**src/rtl/serial_adder.sv**
```systemverilog
// serial_adder: bit-serial WIDTH-bit adder with carry-in and a start/busy/done
// handshake. One full_adder cell is shared over WIDTH clocks, LSB first, and a
// carry flop links successive bits.
// Optional feature: define SERIAL_ADDER_OVF_EN to add the signed-overflow output ovf.

module full_adder (
  input  logic a,
  input  logic b,
  input  logic cin,
  output logic sum,
  output logic cout
);
  assign sum  = a ^ b ^ cin;
  assign cout = (a & b) | (a & cin) | (b & cin);
endmodule

module serial_adder #(
  parameter int WIDTH = 8
) (
  input  logic             clk,
  input  logic             rst_n,
  input  logic             start,
  input  logic [WIDTH-1:0] a,
  input  logic [WIDTH-1:0] b,
  input  logic             cin,
  output logic             busy,
  output logic             done,
  output logic [WIDTH-1:0] sum,
  output logic             cout
`ifdef SERIAL_ADDER_OVF_EN
  ,
  output logic             ovf
`endif
);

  localparam int CNT_W = (WIDTH > 1) ? $clog2(WIDTH) : 1;
  localparam logic [CNT_W-1:0] CNT_LAST = CNT_W'(WIDTH - 1);

  typedef enum logic [1:0] {
    S_IDLE = 2'd0,
    S_RUN  = 2'd1,
    S_DONE = 2'd2
  } state_t;

  state_t           r_state;
  state_t           w_state_nxt;
  logic [WIDTH-1:0] r_a;
  logic [WIDTH-1:0] r_b;
  logic [WIDTH-1:0] r_sum;
  logic [CNT_W-1:0] r_cnt;
  logic             r_carry;
  logic             r_busy;
  logic             r_done;
  logic             r_cout;
  logic             w_load;
  logic             w_step;
  logic             w_last;
  logic             w_fa_sum;
  logic             w_fa_cout;

  // Single shared datapath element: operand LSBs plus the running carry.
  full_adder u_fa (
    .a    (r_a[0]),
    .b    (r_b[0]),
    .cin  (r_carry),
    .sum  (w_fa_sum),
    .cout (w_fa_cout)
  );

  // Next-state and datapath control decode.
  always_comb begin
    w_state_nxt = r_state;
    w_load      = 1'b0;
    w_step      = 1'b0;
    w_last      = 1'b0;
    case (r_state)
      S_IDLE: begin
        if (start) begin
          w_load      = 1'b1;
          w_state_nxt = S_RUN;
        end else begin
          w_state_nxt = S_IDLE;
        end
      end
      S_RUN: begin
        w_step = 1'b1;
        if (r_cnt == CNT_LAST) begin
          w_last      = 1'b1;
          w_state_nxt = S_DONE;
        end else begin
          w_state_nxt = S_RUN;
        end
      end
      S_DONE: begin
        // A start here is accepted exactly as in IDLE for back-to-back use.
        if (start) begin
          w_load      = 1'b1;
          w_state_nxt = S_RUN;
        end else begin
          w_state_nxt = S_IDLE;
        end
      end
      default: begin
        w_state_nxt = S_IDLE;
      end
    endcase
  end

  // State register.
  always_ff @(posedge clk or negedge rst_n) begin
    if (!rst_n) begin
      r_state <= S_IDLE;
    end else begin
      r_state <= w_state_nxt;
    end
  end

  // Operand/result shift registers, carry flop and bit counter.
  always_ff @(posedge clk or negedge rst_n) begin
    if (!rst_n) begin
      r_a     <= '0;
      r_b     <= '0;
      r_sum   <= '0;
      r_carry <= 1'b0;
      r_cnt   <= '0;
    end else if (w_load) begin
      r_a     <= a;
      r_b     <= b;
      r_carry <= cin;
      r_cnt   <= '0;
    end else if (w_step) begin
      r_a     <= {1'b0, r_a[WIDTH-1:1]};
      r_b     <= {1'b0, r_b[WIDTH-1:1]};
      r_sum   <= {w_fa_sum, r_sum[WIDTH-1:1]};
      r_carry <= w_fa_cout;
      r_cnt   <= r_cnt + CNT_W'(1);
    end else begin
      r_a     <= r_a;
      r_b     <= r_b;
      r_sum   <= r_sum;
      r_carry <= r_carry;
      r_cnt   <= r_cnt;
    end
  end

  // Registered handshake flags, decoded from the state being entered.
  always_ff @(posedge clk or negedge rst_n) begin
    if (!rst_n) begin
      r_busy <= 1'b0;
      r_done <= 1'b0;
    end else begin
      r_busy <= (w_state_nxt == S_RUN);
      r_done <= (w_state_nxt == S_DONE);
    end
  end

  // Final carry-out captured on the last bit and held with the result.
  always_ff @(posedge clk or negedge rst_n) begin
    if (!rst_n) begin
      r_cout <= 1'b0;
    end else if (w_last) begin
      r_cout <= w_fa_cout;
    end else begin
      r_cout <= r_cout;
    end
  end

`ifdef SERIAL_ADDER_OVF_EN
  logic r_ovf;

  // Signed overflow: carry into the MSB (r_carry at the last step) XOR carry out.
  always_ff @(posedge clk or negedge rst_n) begin
    if (!rst_n) begin
      r_ovf <= 1'b0;
    end else if (w_last) begin
      r_ovf <= r_carry ^ w_fa_cout;
    end else begin
      r_ovf <= r_ovf;
    end
  end

  assign ovf = r_ovf;
`endif

  assign busy = r_busy;
  assign done = r_done;
  assign sum  = r_sum;
  assign cout = r_cout;

endmodule

```
**config.mk**
```make
export PLATFORM = sky130hd
export DESIGN_NAME = serial_adder
export DESIGN_NICKNAME = d
export VERILOG_FILES = /design/src/rtl/serial_adder.sv
export SDC_FILE = /design/constraint.sdc
export NUM_CORES = 1
export LEC_CHECK = 0
export BUFFER_PORTS_ARGS = -buffer_cell sky130_fd_sc_hd__buf_2
export CAP_MARGIN = 15
export CORE_MARGIN = 2
export CORE_UTILIZATION = 28
export DETAILED_ROUTE_END_ITERATION = 10
export GPL_TIMING_DRIVEN = 0
export HOLD_SLACK_MARGIN = 0.08
export PLACE_DENSITY = 0.5
export SKIP_LAST_GASP = 1
export SLEW_MARGIN = 10
export SYNTH_ARGS = -nofsm -noshare
export SYNTH_HDL_FRONTEND = slang
export SYNTH_HIERARCHICAL = 1
export SYNTH_SLANG_ARGS = --single-unit
```
**constraint.sdc**
```tcl
create_clock -name clk -period 2.53 [get_ports clk]
set_input_delay 0.3795 -clock clk [delete_from_list [all_inputs] [get_ports clk]]
set_output_delay 0.3795 -clock clk [all_outputs]
set_load 0.1 [all_outputs]
```
# Word level (Yosys, flattened, before mapping)
# Cells that the tools add are included.
# totals
reg_bits	33
inputBits	20
out_inout_bits	11
wordCells	43
# op_classes
addsub	1
n_eq_ne	5
mux	16
bitwise_logic	8
reduce_logical	4
# op_table
cell	count
$mux 8	4
$mux 1	8
$mux 3	2
$eq 2x1->1 const B	2
$eq 2x2->1 const B	2
$pmux 2 s2	1
$add 3x1->3 const B	1
$and 1x1->1	3
$eq 3x3->1 const B	1
$logic_not 2->1	1
$mux 2	1
$or 1x1->1	2
$reduce_and 2->1	1
$reduce_bool 2->1	1
$reduce_or 2->1	1
$xor 1x1->1	2
$not 1->1	1

# Logic depth before layout (Yosys ltp)
# Gate-level depths: netlist of the first run.
# logic_depth
depth_word	5
ltp_mapped	4
ltp_nobuf	4

# Modules after synthesis
# Netlist of the first run, hierarchy kept.
# modules_own_cells
mod	n_inst	cells_each	area_per_inst_um2
serial_adder	1	116	1621.6
full_adder	1	1	20.0

# Worst setup path after synthesis of the first run
# OpenSTA, ideal clock, no wires.
# synth_path
path_kind	reg2reg
start	reg r_cnt[0]
end	reg r_cnt[2]
arrival_ns	1.297
slack_ns	1.112
path_stages_with_launch	5
n_path_buf	0
path_cell_list	dfrtp_1 > ha_1 > ha_1 > mux2_2 > a22o_1
# synth_via
elab_chain_cells	3
# synth_rtl
item	line	text
start, declared	50	logic [CNT_W-1:0] r_cnt;
start signal, assigned	136	r_cnt <= r_cnt + CNT_W'(1);
start signal, assigned	142	r_cnt <= r_cnt;
$add 3x1->3	136	
$mux 3	131	end else if (w_step) begin
$mux 3	126	end else if (w_load) begin
# Every way passes these cells. The select of a mux whose other input is x is not followed.
# A chain may end at the register's enable or synchronous reset.

# Final worst setup path of the first run
# Ends and elaborated chain as after synthesis.

==> flow_summary.json, run 1 <==
{
  "io_buffers": 29,
  "status": "completed",
  "cts.clk_slew.worst_paths_ns": 0.06,
  "grt.overflow.total": 0,
  "setup_viol": 0,
  "yosys-top-cells-count": "mux2i_1 (47), dfrtp_1 (33), mux2_2 (11), a22o_1 (3), buf_4 (3)",
  "post_drt_wl_per_cell_um": 14.08,
  "max_clock_freq_mhz": 677.6,
  "yosys_warnings": 6,
  "crit_fanout": 3,
  "initial_core_util_pct": 29.45,
  "vias": 1030,
  "synth_largest_area_cell": "dfrtp_1",
  "r2r-end": "r_cnt[2]$_DFFE_PN0P_",
  "comb_power_share_pct": 51.6,
  "place.gp.congestion": 0.6597,
  "clock_latency_ns": 0.28,
  "worst_path_most_repeated_cell": "ha_1",
  "via_per_inst": 4.558,
  "cts.hold.buffers_added": 0,
  "ant_nets": 0,
  "die_h_um": 80.57,
  "area_growth_pct": 20.50,
  "instances_no_fill": 226,
  "htree_levels": 2,
  "synth_most_common_cell": "mux2i_1",
  "fillers": 559,
  "diodes": 0,
  "die_area_um2": 6492,
  "start_kind": "register",
  "synth.net_count": 140,
  "rows": 27,
  "core_um2": 5574,
  "antenna_found_initial": 0,
  "hpwl_um": 2276,
  "grt_max_degree": 34,
  "grt_first_pass_wirelength_um": 5499,
  "die-width_um": 80.57,
  "whs_ns": 0.1587,
  "synth_cell_types": 18,
  "hp-class": "in -> async",
  "dr.pass1.iters": 4,
  "rsz0062_at_grt": "no",
  "post_cts_buffers": 0,
  "rrSetupSlack_ns": 1.05,
  "synth_ff_type": "dfrtp_1",
  "fin_crit_ns": 1.476,
  "p_int_mw": 1.492,
  "grtUsageTotal_pct": 11.18,
  "netlist_top_cells_area": "dfrtp_1 (50%), mux2i_1 (29%), mux2_2 (7.5%)",
  "hold_viol": 0,
  "end_kind": "register",
  "async_flop_share_pct": 100.0,
  "drv_slew": 0,
  "tns_ns": 0,
  "slew_headroom_pct": 51.06,
  "cap_viol_max_count": 0,
  "postCtsResizedCells": 0,
  "cts_tree": "built",
  "path_cells": "ha_1, ha_1, mux2_2, a22o_1",
  "clock_power_share_pct": 15.2,
  "drt_iter0_drc": 56,
  "final_core_util_pct": 35.49,
  "max_stage_delay_ns": 0.41,
  "tightest_slew_ns": 0.7340,
  "switchingPower_mw": 1.329,
  "setup_ws_ns": 1.054,
  "finalWirelength_um": 3182,
  "skew_ns": 0.002402,
  "cts.sinks": 33,
  "powerDensity_nw_per_um2": 1426,
  "max-vdd-ir-drop_mv": 1.041,
  "synth_area_um2": 1642,
  "r2r_cells": 4,
  "critical_path_arrival_ns": 1.65,
  "dp_cells": 218,
  "cellLeakagePower_nw": 0.9676,
  "drive_above_1_share_pct": 37.66,
  "criticalPathCategory": "reg -> reg",
  "synth.yosys.seq_area_share_pct": 50.30,
  "synth_cells": 117,
  "avgSynthCellArea_um2": 14.03,
  "worstReg2RegStart": "r_cnt[0]$_DFFE_PN0P_",
  "drc": 0,
  "io_pins": 31,
  "critPathSlowestCell": "dfrtp_1",
  "cts-root-buf": "clkbuf_8",
  "seqPwrFrac_pct": 33.2,
  "power_mw": 2.821,
  "synth_enable_flop_cells": 0,
  "placed_cell_area_um2": 1877,
  "grt_pass1_vias": 1183,
  "final_nets": 176,
  "cts_made_buffers": 5,
  "critPathRequiredTime_ns": 2.70,
  "ys_ff_latch": 33,
  "finalInstanceArea_um2": 1978,
  "cts.path.max_buffers": 2,
  "pre_cts_slack_ns": 1.060,
  "min_period_over_period_pct": 58.33,
  "swShare_pct": 47.13,
  "netlist.area_leader.share_pct": 50.30
}
-- registers in the layout, summed over array words and instances, names as in the netlist --
name     count
r_cnt        3
r_state      2
busy         1
r_carry      1
cout         1
done         1
sum          8
r_a          8
r_b          8
-- logic make-up after synthesis --
| family | share of synthesized area, % |
|---|---|
| buffers and inverters | 4.801 |
| muxes | 36.20 |
| adders and majority gates | 2.744 |
| AOI/OAI and AO/OA | 2.973 |
| and+or+nand+nor | 2.439 |
| xor gates and xnor gates | 0.5336 |
| DFF | 50.30 |
-- cell usage in the layout, fill, tap and decap left out, drive strengths merged, types with 2 or more instances in the layout --
cell and n:
mux2i 47, buf 37, o21ai 2, dfrtp 33
ha 2, mux2 11, and3b 2, a22o 3
nand3 2, clkbuf 7, o22ai 2
-- how the worst max path moves through the flow --
stage / startpoint / slack, ns / to
2_1_floorplan: r_cnt[0]$_DFFE_PN0P_ / 1.11 / r_cnt[2]$_DFFE_PN0P_
3_3_place_gp: r_cnt[0]$_DFFE_PN0P_ / 1.09 / r_cnt[2]$_DFFE_PN0P_
3_5_place_dp: r_cnt[0]$_DFFE_PN0P_ / 1.06 / r_cnt[2]$_DFFE_PN0P_
4_1_cts: sum[5]$_DFFE_PN0P_ / 1.05 / sum[5]
5_1_grt: r_cnt[0]$_DFFE_PN0P_ / 1.0 / r_cnt[2]$_DFFE_PN0P_
6_report: r_cnt[0]$_DFFE_PN0P_ / 1.05 / r_cnt[2]$_DFFE_PN0P_
-- power by group through the flow --
stage | clock (mW) | sequential, mW | combinational (mW)
after floorplan | 0 | 1.51 | 0.619
after global placement | 0 | 0.927 | 1.43
after detailed placement | 0 | 0.945 | 1.48
after CTS | 0.445 | 0.936 | 1.48
after global routing | 0.476 | 0.972 | 1.55
final | 0.429 | 0.936 | 1.46
-- area by class of cell --
| class | count | area [um^2] | area share [%] |
|---|---|---|---|
| multi-input combinational | 75 | 737.0 | 37.25 |
| clock buffer | 7 | 96.34 | 4.870 |
| buffer | 8 | 75.07 | 3.795 |
| inverter | 1 | 3.754 | 0.1898 |
| tap | 72 | 90.09 | 4.554 |
| timing repair buffer | 29 | 145.1 | 7.337 |
| clock inverter | 1 | 5.005 | 0.2530 |
| sequential | 33 | 825.8 | 41.75 |
-- layer usage --
metal / vias to the layer above / global-route usage, % / part of all wire, %
li1: 498 / - / -
met2: 27 / 18.08 / 48
met5: - / 0 / 0
met4: 0 / 4.915 / 1.4
met3: 7 / 3.708 / 5.4
met1: 498 / 13.48 / 45
-- worst max-delay path: cells and delay by family, from the launching register on --
kind / cells / cell delay (ns)
AOI/OAI and AO/OA: 1 / 0.22
adders and majority gates: 2 / 0.47
muxes: 1 / 0.27
DFF: 1 / 0.41
Power figures use the tool's default switching activity.
==> run 2: changes to the inputs <==
--- a/config.mk
+++ b/config.mk
@@ -12,7 +12,7 @@
 export DETAILED_ROUTE_END_ITERATION = 10
 export GPL_TIMING_DRIVEN = 0
 export HOLD_SLACK_MARGIN = 0.08
-export PLACE_DENSITY = 0.5
+export PLACE_DENSITY = 0.52
 export SKIP_LAST_GASP = 1
 export SLEW_MARGIN = 10
 export SYNTH_ARGS = -nofsm -noshare
==> constraint.sdc (replaced) <==
create_clock -name clk -period 1.3 [get_ports clk]
set_input_delay 0.195 -clock clk [delete_from_list [all_inputs] [get_ports clk]]
set_output_delay 0.195 -clock clk [all_outputs]
set_load 0.1 [all_outputs]
==> flow_summary.json, run 2 (synthesized netlist as in run 1, its figures left out) <==
{
  "slew_headroom_pct": 49.34,
  "powerDensity_nw_per_um2": 2744,
  "ant_nets": 0,
  "critical_path_arrival_ns": 1.55,
  "instances_no_fill": 232,
  "cts.clk_slew.worst_paths_ns": 0.07,
  "crit_fanout": 2,
  "die_h_um": 80.57,
  "dp_cells": 218,
  "hold_viol": 0,
  "cts-root-buf": "clkbuf_8",
  "rrSetupSlack_ns": -0.08,
  "min_period_over_period_pct": 106.2,
  "setup_viol": 2,
  "critPathRequiredTime_ns": 1.47,
  "setup_ws_ns": -0.07999,
  "rsz0062_at_grt": "yes",
  "r2r-end": "r_cnt[2]$_DFFE_PN0P_",
  "drive_above_1_share_pct": 41.25,
  "finalWirelength_um": 3266,
  "final_common_cell": "mux2i_1",
  "fin_crit_ns": 1.380,
  "grt_pass1_vias": 1130,
  "clock_latency_ns": 0.28,
  "grt.busiest_layer": "met2",
  "whs_ns": 0.2050,
  "crit_path_end": "r_cnt[2]$_DFFE_PN0P_",
  "htree_levels": 2,
  "grt_use_met2_pct": 18.50,
  "worstReg2RegStart": "r_cnt[0]$_DFFE_PN0P_",
  "area_growth_pct": 25.08,
  "io_buffers": 29,
  "r2r_cells": 4,
  "cts.sinks": 33,
  "most-common-layout-cells": "mux2i_1 (47), dfrtp_1 (33), buf_2 (24)",
  "die-width_um": 80.57,
  "crit_path_start": "r_cnt[0]$_DFFE_PN0P_",
  "drt_iter0_drc": 58,
  "hp-class": "in -> reg",
  "max_clock_freq_mhz": 724.6,
  "grt_max_degree": 34,
  "pre_cts_slack_ns": -0.08627,
  "io_pins": 31,
  "start_kind": "register",
  "initial_core_util_pct": 29.45,
  "cts.path.max_buffers": 2,
  "end_kind": "register",
  "via_per_inst": 4.539,
  "max-vdd-ir-drop_mv": 2.023,
  "use_met1_pct": 13.48,
  "hpwl_um": 2248,
  "antenna_found_initial": 0,
  "violations": "setup timing",
  "met3_usage_pct": 3.371,
  "fillers": 594,
  "status": "finished, violations left",
  "post_drt_wl_per_cell_um": 14.08,
  "dr.pass1.iters": 2,
  "drc": 0,
  "grt_first_pass_wirelength_um": 5388,
  "cellLeakagePower_nw": 0.9901,
  "vias": 1053,
  "skew_ns": 0.006625,
  "diodes": 0,
  "cap_viol_max_count": 0,
  "rows": 27,
  "final_nets": 182,
  "grt.overflow.total": 0,
  "cts_tree": "built",
  "grtUsageTotal_pct": 11.03,
  "tightest_slew_ns": 0.7599,
  "place.gp.congestion": 0.6565,
  "core_um2": 5574,
  "cts_made_buffers": 5,
  "die_area_um2": 6492,
  "final_core_util_pct": 36.84,
  "criticalPathCategory": "reg -> reg",
  "drv_slew": 0
}
[run 2: cell types whose count changed in the layout (fill, tap and decap cells not counted), sizes merged]
cell,previous run,this run
clkinv,1,2
clkinvlp,0,1
clkbuf,7,12
buf,37,35
dlygate4sd3,0,1
[run 2: what timing repair did]
item                                    4_1_cts  5_1_grt
resized for setup                             0        9
hold buffers                                  1        0
hold endpoints to repair                     33        0
endpoints found under the setup margin        3       13
pin swaps                                     1        0
setup buffers                                 3        2
[run 2: how the worst min path moves through the flow]
stage	start	depth (start not counted)	slack, ns	endpoint
4_1_cts	a[0]	3	0.20	r_a[0]$_DFFE_PN0P_
3_3_place_gp	rst_n	1	0.30	r_b[1]$_DFFE_PN0P_
5_1_grt	a[6]	3	0.20	r_a[6]$_DFFE_PN0P_
2_1_floorplan	rst_n	0	-0.10	busy$_DFF_PN0_
3_5_place_dp	rst_n	1	0.31	r_cnt[1]$_DFFE_PN0P_
6_report	a[0]	3	0.20	r_a[0]$_DFFE_PN0P_
[run 2: power by group]
group | internal [mW] | total, mW | switching [mW]
clock | 0.369 | 0.758 | 0.388
sequential | 1.49 | 1.81 | 0.325
combinational | 1.12 | 3.06 | 1.94
total | 2.98 | 5.63 | 2.66
[run 2: per-stage QoR]
step	area, um^2	total power [mW]	TNS (ns)
4_1_cts	2014	5.590	-0.1062
2_1_floorplan	1660	4.189	-0.03549
3_5_place_dp	1896	4.748	-0.1687
3_3_place_gp	1896	4.633	-0.08790
6_report	2053	5.634	-0.09792
5_1_grt	2053	5.997	-0.1499
[run 2: layout make-up]
class	count	area, um^2	area share (%)
Inverter	1	3.754	0.1828
Clock inverter	3	17.52	0.8531
Sequential cell	33	825.8	40.22
Clock buffer	5	68.82	3.352
Buffer	8	78.83	3.839
Timing Repair Buffer	35	210.2	10.24
Tap cell	72	90.09	4.388
Multi-Input combinational cell	75	758.2	36.93
[run 2: routing by layer]
metal,wire (um),vias to the layer above
li1,-,507
met1,1448,520
met2,1656,22
met3,132,4
met4,27,0
met5,0,-
[run 2: critical path: stages (launching register included)]
cell	delay, ns
dfrtp_1	0.39
ha_2	0.20
ha_4	0.20
mux2_4	0.26
a22o_1	0.21
==> run 3: changes to the inputs <==
--- a/config.mk
+++ b/config.mk
@@ -13,6 +13,7 @@
 export GPL_TIMING_DRIVEN = 0
 export HOLD_SLACK_MARGIN = 0.08
 export PLACE_DENSITY = 0.52
+export SETUP_SLACK_MARGIN = 0.05
 export SKIP_LAST_GASP = 1
 export SLEW_MARGIN = 10
 export SYNTH_ARGS = -nofsm -noshare
==> flow_summary.json, run 3 (synthesized netlist as in run 1, its figures left out) <==
{
  "status": "finished, violations left",
  "violations": "setup timing",
  "area_growth_pct": 26.83,
  "grtUsageTotal_pct": 11.22,
  "comb_power_share_pct": 54.3,
  "max_stage_delay_ns": 0.39,
  "end_kind": "register",
  "critPathSlowestCell": "dfrtp_1",
  "initial_core_util_pct": 29.45,
  "antenna_found_initial": 0,
  "final_nets": 184,
  "setup_ws_ns": -0.05794,
  "tns_ns": -0.06234,
  "clock_power_share_pct": 13.4,
  "rsz0062_at_grt": "yes",
  "swShare_pct": 46.51,
  "pre_cts_slack_ns": -0.08591,
  "critical_path_arrival_ns": 1.53,
  "cts_tree": "built",
  "drc": 0,
  "die_h_um": 80.57,
  "via_per_inst": 4.513,
  "drv_slew": 0,
  "cts-root-buf": "clkbuf_8",
  "cts.clk_slew.worst_paths_ns": 0.07,
  "htree_levels": 2,
  "register_area_um2": 835.8,
  "grt_pass1_vias": 1175,
  "hpwl_um": 2191,
  "dr.pass1.iters": 3,
  "slew_headroom_pct": 68.26,
  "drive_above_1_share_pct": 46.30,
  "diodes": 0,
  "setup_viol": 2,
  "final_common_cell": "mux2i_1",
  "grt.overflow.total": 0,
  "p_int_mw": 3.034,
  "io_buffers": 29,
  "cp_num_buf_inv": 0,
  "max-vdd-ir-drop_mv": 1.357,
  "post_drt_wl_per_cell_um": 13.43,
  "cts.sinks": 33,
  "fillers": 580,
  "core_um2": 5574,
  "hold_viol": 0,
  "skew_ns": 0.005080,
  "powerDensity_nw_per_um2": 2725,
  "finalWirelength_um": 3143,
  "cap_viol_max_count": 0,
  "place.gp.congestion": 0.6761,
  "die-width_um": 80.57,
  "final_core_util_pct": 37.35,
  "dp_cells": 218,
  "path_cells": "ha_2, ha_4, mux2_4, a22o_1",
  "cts.path.max_buffers": 2,
  "cts_made_buffers": 5,
  "cellLeakagePower_nw": 0.9976,
  "vias": 1056,
  "hp-class": "in -> reg",
  "instances_no_fill": 234,
  "switchingPower_mw": 2.639,
  "multi_input_area_um2": 755.7,
  "critPathRequiredTime_ns": 1.48,
  "grt_max_degree": 34,
  "max_clock_freq_mhz": 736.4,
  "grt_first_pass_wirelength_um": 5451,
  "cp_top_family": "adder cells",
  "io_pins": 31,
  "fin_crit_ns": 1.358,
  "rows": 27,
  "tightest_slew_ns": 0.4761,
  "min_period_over_period_pct": 104.5,
  "die_area_um2": 6492,
  "crit_fanout": 2,
  "seqPwrFrac_pct": 32.2,
  "clock_latency_ns": 0.28,
  "drt_iter0_drc": 22,
  "ant_nets": 0,
  "most-common-layout-cells": "mux2i_1 (47), dfrtp_1 (25), buf_2 (20)",
  "start_kind": "register",
  "criticalPathCategory": "reg -> reg"
}
run 3: changes by cell type in the layout (fill, tap and decap cells not counted):
cell      before  now
buf_2         24   20
dfrtp_1       33   25
fa_1           0    1
fa_2           1    0
buf_6          3    2
clkbuf_4       7    2
dfrtp_2        0    8
buf_4          7   19
run 3: path summary, 6_finish.rpt:
path                       depth (start not counted)              endpoint  slack, ns                 start
max in group asynchronous                          2    sum[7]$_DFFE_PN0P_       0.51                 rst_n
min in group asynchronous                          2  r_cnt[1]$_DFFE_PN0P_       0.43                 rst_n
max reg2reg                                        4  r_cnt[2]$_DFFE_PN0P_      -0.06  r_cnt[1]$_DFFE_PN0P_
min                                                3    r_a[2]$_DFFE_PN0P_       0.19                  a[2]
min reg2reg                                        1    sum[0]$_DFFE_PN0P_       0.52    sum[0]$_DFFE_PN0P_
max                                                4  r_cnt[2]$_DFFE_PN0P_      -0.06  r_cnt[1]$_DFFE_PN0P_
run 3: final cells by class:
class,count,share of cell area (%)
buffer,8,3.606
clock buffer,5,3.305
clock inverter,3,0.8413
inverter,1,0.1803
multi-input combinational,75,36.30
sequential,33,40.14
tap,72,4.327
timing repair buffer,37,11.30
run 3: worst reg2reg max path, cell delays in order, from the launching register on:
cell	delay [ns]
dfrtp_1	0.39
ha_2	0.20
ha_4	0.20
mux2_4	0.26
a22o_1	0.20
run 3: per-stage QoR:
step,hold slack (ns),power [mW],area [um^2]
floorplan,-0.1006,4.216,1670
global placement,0.3007,4.652,1906
detailed placement,0.3291,4.751,1906
CTS,0.1852,5.733,2069
global route,0.1944,6.029,2082
finish,0.1939,5.673,2082
run 3: power groups by stage:
stage	logic (mW)	clock network (mW)	registers, mW
after CTS	3.10	0.794	1.83
after global placement	2.82	0	1.84
after global routing	3.29	0.835	1.90
final	3.08	0.763	1.83
after floorplan	1.24	0	2.98
after detailed placement	2.88	0	1.87
run 3: layer usage:
| metal | track usage [%] | routed length, um |
|---|---|---|
| met3 | 3.258 | 137 |
| met1 | 12.76 | 1393 |
| met2 | 19.33 | 1545 |
| met5 | 0 | 0 |
| met4 | 5.085 | 66 |
run 3: timing repair:
action | in CTS | in global routing
endpoints found under the hold margin | 33 | 0
buffers inserted | 6 | 1
resized for setup | 9 | 2
pin swaps | 1 | 0
endpoints found under the setup margin | 13 | 20
hold buffers | 1 | 0
